### src/rtl/sevenseg_scan_decoder.sv
// Seven-segment scan receiver: waits for each multiplexed active-low pattern to settle, then decodes it to BCD per digit.
// Latency: STABLE_CYCLES edges from first sample to digits. No backpressure; the bus is sampled every cycle.
// Optional commit watchdog (stale output) is built only when SEVENSEG_SCAN_TIMEOUT_EN is defined.
module sevenseg_scan_decoder #(
  parameter int DIGITS         = 4,
  parameter int STABLE_CYCLES  = 8,
  parameter int TIMEOUT_CYCLES = 1_000_000
) (
  input  logic                  clk,
  input  logic                  clr,
  input  logic [6:0]            a_to_g,
  input  logic [DIGITS-1:0]     an,
  output logic [4*DIGITS-1:0]   digits,
  output logic [DIGITS-1:0]     digit_err,
  output logic                  frame_valid,
  output logic                  stale
);

  localparam int              SW          = DIGITS + 7;
  localparam logic [7:0]      STABLE_MAX  = 8'(STABLE_CYCLES);
  localparam logic [7:0]      STABLE_LAST = 8'(STABLE_CYCLES - 1);
  localparam logic [DIGITS-1:0] ONE       = DIGITS'(1);

  if (STABLE_CYCLES < 2 || STABLE_CYCLES > 255 || TIMEOUT_CYCLES < 1) begin : g_bad_param
    $error("sevenseg_scan_decoder: illegal STABLE_CYCLES or TIMEOUT_CYCLES");
  end

  logic [SW-1:0]     r_s_in;
  logic [SW-1:0]     r_s_prev;
  logic [7:0]        r_cnt;
  logic [DIGITS-1:0] r_seen;

  logic [SW-1:0]     w_sample;
  logic              w_same;
  logic              w_stable;
  logic [DIGITS-1:0] w_an_low;
  logic              w_an_legal;
  logic              w_commit;
  logic [DIGITS-1:0] w_commit_mask;
  logic [DIGITS-1:0] w_seen_acc;
  logic [4:0]        w_dec;
  logic              w_to_fire;

  function automatic logic [4:0] decode7(input logic [6:0] seg);
    logic [4:0] res;
    case (seg)
      7'b0000001: res = 5'h00;
      7'b1001111: res = 5'h01;
      7'b0010010: res = 5'h02;
      7'b0000110: res = 5'h03;
      7'b1001100: res = 5'h04;
      7'b0100100: res = 5'h05;
      7'b0100000: res = 5'h06;
      7'b0001111: res = 5'h07;
      7'b0000000: res = 5'h08;
      7'b0000100: res = 5'h09;
      default:    res = 5'h1F;
    endcase
    return res;
  endfunction

  // w_same looks one sample ahead, so r_cnt is already 0 whenever r_s_in != r_s_prev
  // and the commit lands exactly STABLE_CYCLES edges after the new value is first registered.
  assign w_sample      = {an, a_to_g};
  assign w_same        = (w_sample == r_s_in);
  assign w_stable      = (r_s_in == r_s_prev);
  assign w_an_low      = ~r_s_in[SW-1:7];
  assign w_an_legal    = (w_an_low != '0) && ((w_an_low & (w_an_low - ONE)) == '0);
  assign w_commit      = w_same && w_stable && (r_cnt == STABLE_LAST) && w_an_legal;
  assign w_commit_mask = w_commit ? w_an_low : '0;
  assign w_seen_acc    = r_seen | w_commit_mask;
  assign w_dec         = decode7(r_s_in[6:0]);

  always_ff @(posedge clk or posedge clr) begin
    if (clr) begin
      r_s_in   <= '0;
      r_s_prev <= '0;
      r_cnt    <= '0;
    end else begin
      r_s_in   <= w_sample;
      r_s_prev <= r_s_in;
      if (!w_same)
        r_cnt <= '0;
      else if (r_cnt != STABLE_MAX)
        r_cnt <= r_cnt + 8'd1;
    end
  end

  always_ff @(posedge clk or posedge clr) begin
    if (clr) begin
      digits    <= '0;
      digit_err <= '0;
    end else begin
      for (int i = 0; i < DIGITS; i++) begin
        if (w_commit_mask[i]) begin
          digits[4*i +: 4] <= w_dec[3:0];
          digit_err[i]     <= w_dec[4];
        end
      end
    end
  end

  // The completing commit's bit is absorbed into the finished frame, never carried forward.
  always_ff @(posedge clk or posedge clr) begin
    if (clr) begin
      r_seen      <= '0;
      frame_valid <= 1'b0;
    end else begin
      frame_valid <= 1'b0;
      if (w_seen_acc == '1) begin
        frame_valid <= 1'b1;
        r_seen      <= '0;
      end else if (w_to_fire) begin
        r_seen <= '0;
      end else begin
        r_seen <= w_seen_acc;
      end
    end
  end

`ifdef SEVENSEG_SCAN_TIMEOUT_EN
  localparam int TO_W = ($clog2(TIMEOUT_CYCLES + 1) > 20) ? $clog2(TIMEOUT_CYCLES + 1) : 20;
  localparam logic [TO_W-1:0] TO_MAX  = TO_W'(TIMEOUT_CYCLES);
  localparam logic [TO_W-1:0] TO_LAST = TO_W'(TIMEOUT_CYCLES - 1);
  localparam logic [TO_W-1:0] TO_ONE  = TO_W'(1);

  logic [TO_W-1:0] r_to_cnt;
  logic            r_stale;

  assign w_to_fire = !w_commit && (r_to_cnt == TO_LAST);
  assign stale     = r_stale;

  always_ff @(posedge clk or posedge clr) begin
    if (clr) begin
      r_to_cnt <= '0;
      r_stale  <= 1'b0;
    end else if (w_commit) begin
      r_to_cnt <= '0;
      r_stale  <= 1'b0;
    end else begin
      if (r_to_cnt != TO_MAX)
        r_to_cnt <= r_to_cnt + TO_ONE;
      if (w_to_fire)
        r_stale <= 1'b1;
    end
  end
`else
  assign w_to_fire = 1'b0;
  assign stale     = 1'b0;
`endif

endmodule
### config.mk
export PLATFORM = sky130hd
export DESIGN_NAME = sevenseg_scan_decoder
export DESIGN_NICKNAME = d
export VERILOG_FILES = /design/src/rtl/sevenseg_scan_decoder.sv
export SDC_FILE = /design/constraint.sdc
export NUM_CORES = 1
export LEC_CHECK = 0
export CORE_ASPECT_RATIO = 1.5
export CORE_MARGIN = 1
export CORE_UTILIZATION = 40
export DETAILED_ROUTE_END_ITERATION = 16
export PLACE_DENSITY = 0.64
export SLEW_MARGIN = 40
export SYNTH_ARGS = -nofsm -noshare
export SYNTH_HDL_FRONTEND = slang
export SYNTH_SLANG_ARGS = --single-unit
### constraint.sdc
create_clock -name clk -period 3.3 [get_ports clk]
set_input_delay 0.825 -clock clk [delete_from_list [all_inputs] [get_ports clk]]
set_output_delay 0.825 -clock clk [all_outputs]
set_load 0.05 [all_outputs]
==> flow_summary.toml <==
[outcome]
outcome = "finished, final reports clean"

[min_path]
hold_depth = 1
whs_endpoint = "digits[15]"
hp-start = "digits[15]"
min_path_type = "reg2reg"

[detailed_routing]
vias = 1549
drtAntennaViolNets = 0
drt_pass1_iterations = 4
via_per_inst = 4.981
wl_um = 4817
drc = 0
wl_per_cell_um = 15.49
drt_iter0_drc = 35

[clock_network]
htree_num_levels = 2
path_clk_slew_ns = 0.09
cts_tree = "built"
post-cts-setup-buffers = 0
clock-sinks = 55
holdBufCountCts = 0
cts_buffers = 5
cts_root_buffer = "clkbuf_8"
cts_resized = 0
clk_latency_ns = 0.30
clock_path_buffers = 2

[synth]
syn_avg_cell_area_um2 = 12.89
synth_cells = 197
ys.flop_type = "dfrtp_1"
seq_area_frac_synth_pct = 54.19
synth_common_cells = "dfrtp_1, mux2_2, xor2_1, nor2_1, xnor2_1"
yosys.cell_count.top_type = "dfrtp_1"
synth.area.top_cells = "dfrtp_1, mux2_2, xor2_1"
synth_edf_count = 0
synth_area_leader_cell = "dfrtp_1"
synth.top_cell.area_share_pct = 54.19
async_reset_ff_share_pct = 100.0
yosys_register_bits = 55
yosys_warnings = 0
syn_area_um2 = 2540
synth_cell_types = 38
synth_fp_nets = 212

[layout]
final_cell_area_um2 = 3063
fill_cells = 575
multi_input_area_um2 = 1045
antenna_cells = 0
seq_area_um2 = 1376
final_nets = 251
finalNonFillerCells = 311
area_delta_synth_final_pct = 20.59
drive_above_1_share_pct = 21.52
final_util_pct = 49.96

[place]
port-buffer-count = 33
dp_cells = 303
postPlaceCellArea_um2 = 2945
dpl_worst_slack_ns = 0.2219
place_congestion = 0.8455
hpwl_um = 3582

[global_routing]
grt-ovfl-total = 0
antenna_found_initial = 0
grt_max_degree = 24
groute.usage.overall_pct = 16.33
grt_pass1_vias = 1589
grt_pass1_wl_um = 7983

[worst_setup_path]
end_kind = "register"
critical_path_arrival_ns = 2.95
reg2reg_slack_ns = 0.85
cpPeakStageDelay_ns = 0.43
r2r-end = "digits[1]"
cpLargestDelayFamily = "buffers and inverters"
cp_max_fo = 6
critPathKind = "in2reg"
rr_worst_depth = 6
cp_common_cell = "buf_4"
required_ns = 3.50
cp-start-kind = "input port"
reg2reg_from = "r_s_in[3]"
crit_buf_inv = 4
crit_slowest_cell = "clkdlybuf4s50_1"
path_cells = "clkdlybuf4s50_1 -> xor2_1 -> nor4_1 -> buf_4 -> nand3_1 -> buf_4 -> nor4_4 -> buf_4 -> mux2_2"

[die]
die_area_um2 = 6679
dieWidth_um = 67.07
start_util_pct = 41.43
io-pin-count = 35
rows = 35
coreArea_um2 = 6131
die_h_um = 99.60

[timing]
fmaxAchievable_mhz = 362.8
setup_ws_ns = 0.5434
fin_crit_ns = 2.757
finalSetupTns_ns = 0
hold_violations = 0
finalMaxSlewViolations = 0
finalCritPeriodShare_pct = 83.53
slew_headroom_pct = 66.22
fin_skew_ns = 0.006990
tightest_slew_ns = 0.5051
rsz0062_at_grt = "no"
setup_viol_count_final = 0

[flow_run]
maxCapViolCount = 0

[pwr]
p_leak_nw = 1.336
peakVddDrop_uv = 324.7
power_density_nw_per_um2 = 405.7
-- power breakdown --
part	internal, mW	switching [mW]
clock	0.246	0.208
combinational	0.0371	0.0425
sequential	0.687	0.0223
total	0.970	0.273
-- cell families after synthesis --
kind of cell    after synthesis  share of synthesized area, %
flops                        55                         54.19
simple gates                 55                         14.78
xor+xnor                     29                         10.00
mux                          21                         9.261
compound gates               17                         5.961
buf+inv                      17                         4.679
fa+ha+maj                     2                        0.9851
other cells                   1                        0.1476
-- per-stage QoR --
stage          total power, mW  hold WS [ns]
6_report                 1.243        0.5176
3_5_place_dp            0.8042        0.4948
5_1_grt                  1.285        0.5244
4_1_cts                  1.257        0.5202
2_1_floorplan           0.7753        0.3487
3_3_place_gp            0.8043        0.4940
-- layout make-up --
type	count	share of cell area (%)
Multi-Input combinational cell	125	34.11
Tap cell	74	3.023
Timing Repair Buffer	44	13.48
Clock buffer	6	2.696
Inverter	5	0.6127
Sequential cell	55	44.93
Clock inverter	2	1.144
-- layout by cell type (no fill, tap or decap), types with 2 or more instances in the layout --
cell type,count
nor4_1,5
ha_1,2
xnor2_1,9
buf_4,11
inv_1,4
nor3_1,3
clkbuf_8,6
nand4_1,2
clkdlybuf4s50_1,33
nand3_1,5
nand3b_1,2
xor2_1,20
a21oi_1,4
nor2_1,18
nand2_1,8
mux2_2,20
nor4_4,5
dfrtp_1,55
o22a_1,5
-- worst max path at each step --
stage / startpoint / endpoint / slack, ns / depth (start not counted)
3_3_place_gp: a_to_g[1] / digits[8] / 0.24 / 9
5_1_grt: a_to_g[1] / digit_err[1] / 0.40 / 9
2_1_floorplan: an[3] / r_seen[1] / 0.71 / 7
4_1_cts: a_to_g[1] / digits[1] / 0.54 / 9
6_report: a_to_g[1] / digits[1] / 0.54 / 9
3_5_place_dp: a_to_g[1] / digits[1] / 0.22 / 9
-- sequential cells by signal, indices dropped and copies added (netlist names) --
register,count
r_cnt,8
r_s_in,11
r_seen,4
digits,16
digit_err,4
frame_valid,1
r_s_prev,11
-- layer usage --
metal,GRT usage (%),vias to the layer above,share of wire [%]
li1,-,757,-
met1,19.04,763,40
met2,28.77,24,56
met3,2.523,5,2.7
met4,6.874,0,1.6
met5,0,-,0
(Power assumes the default switching activity.)
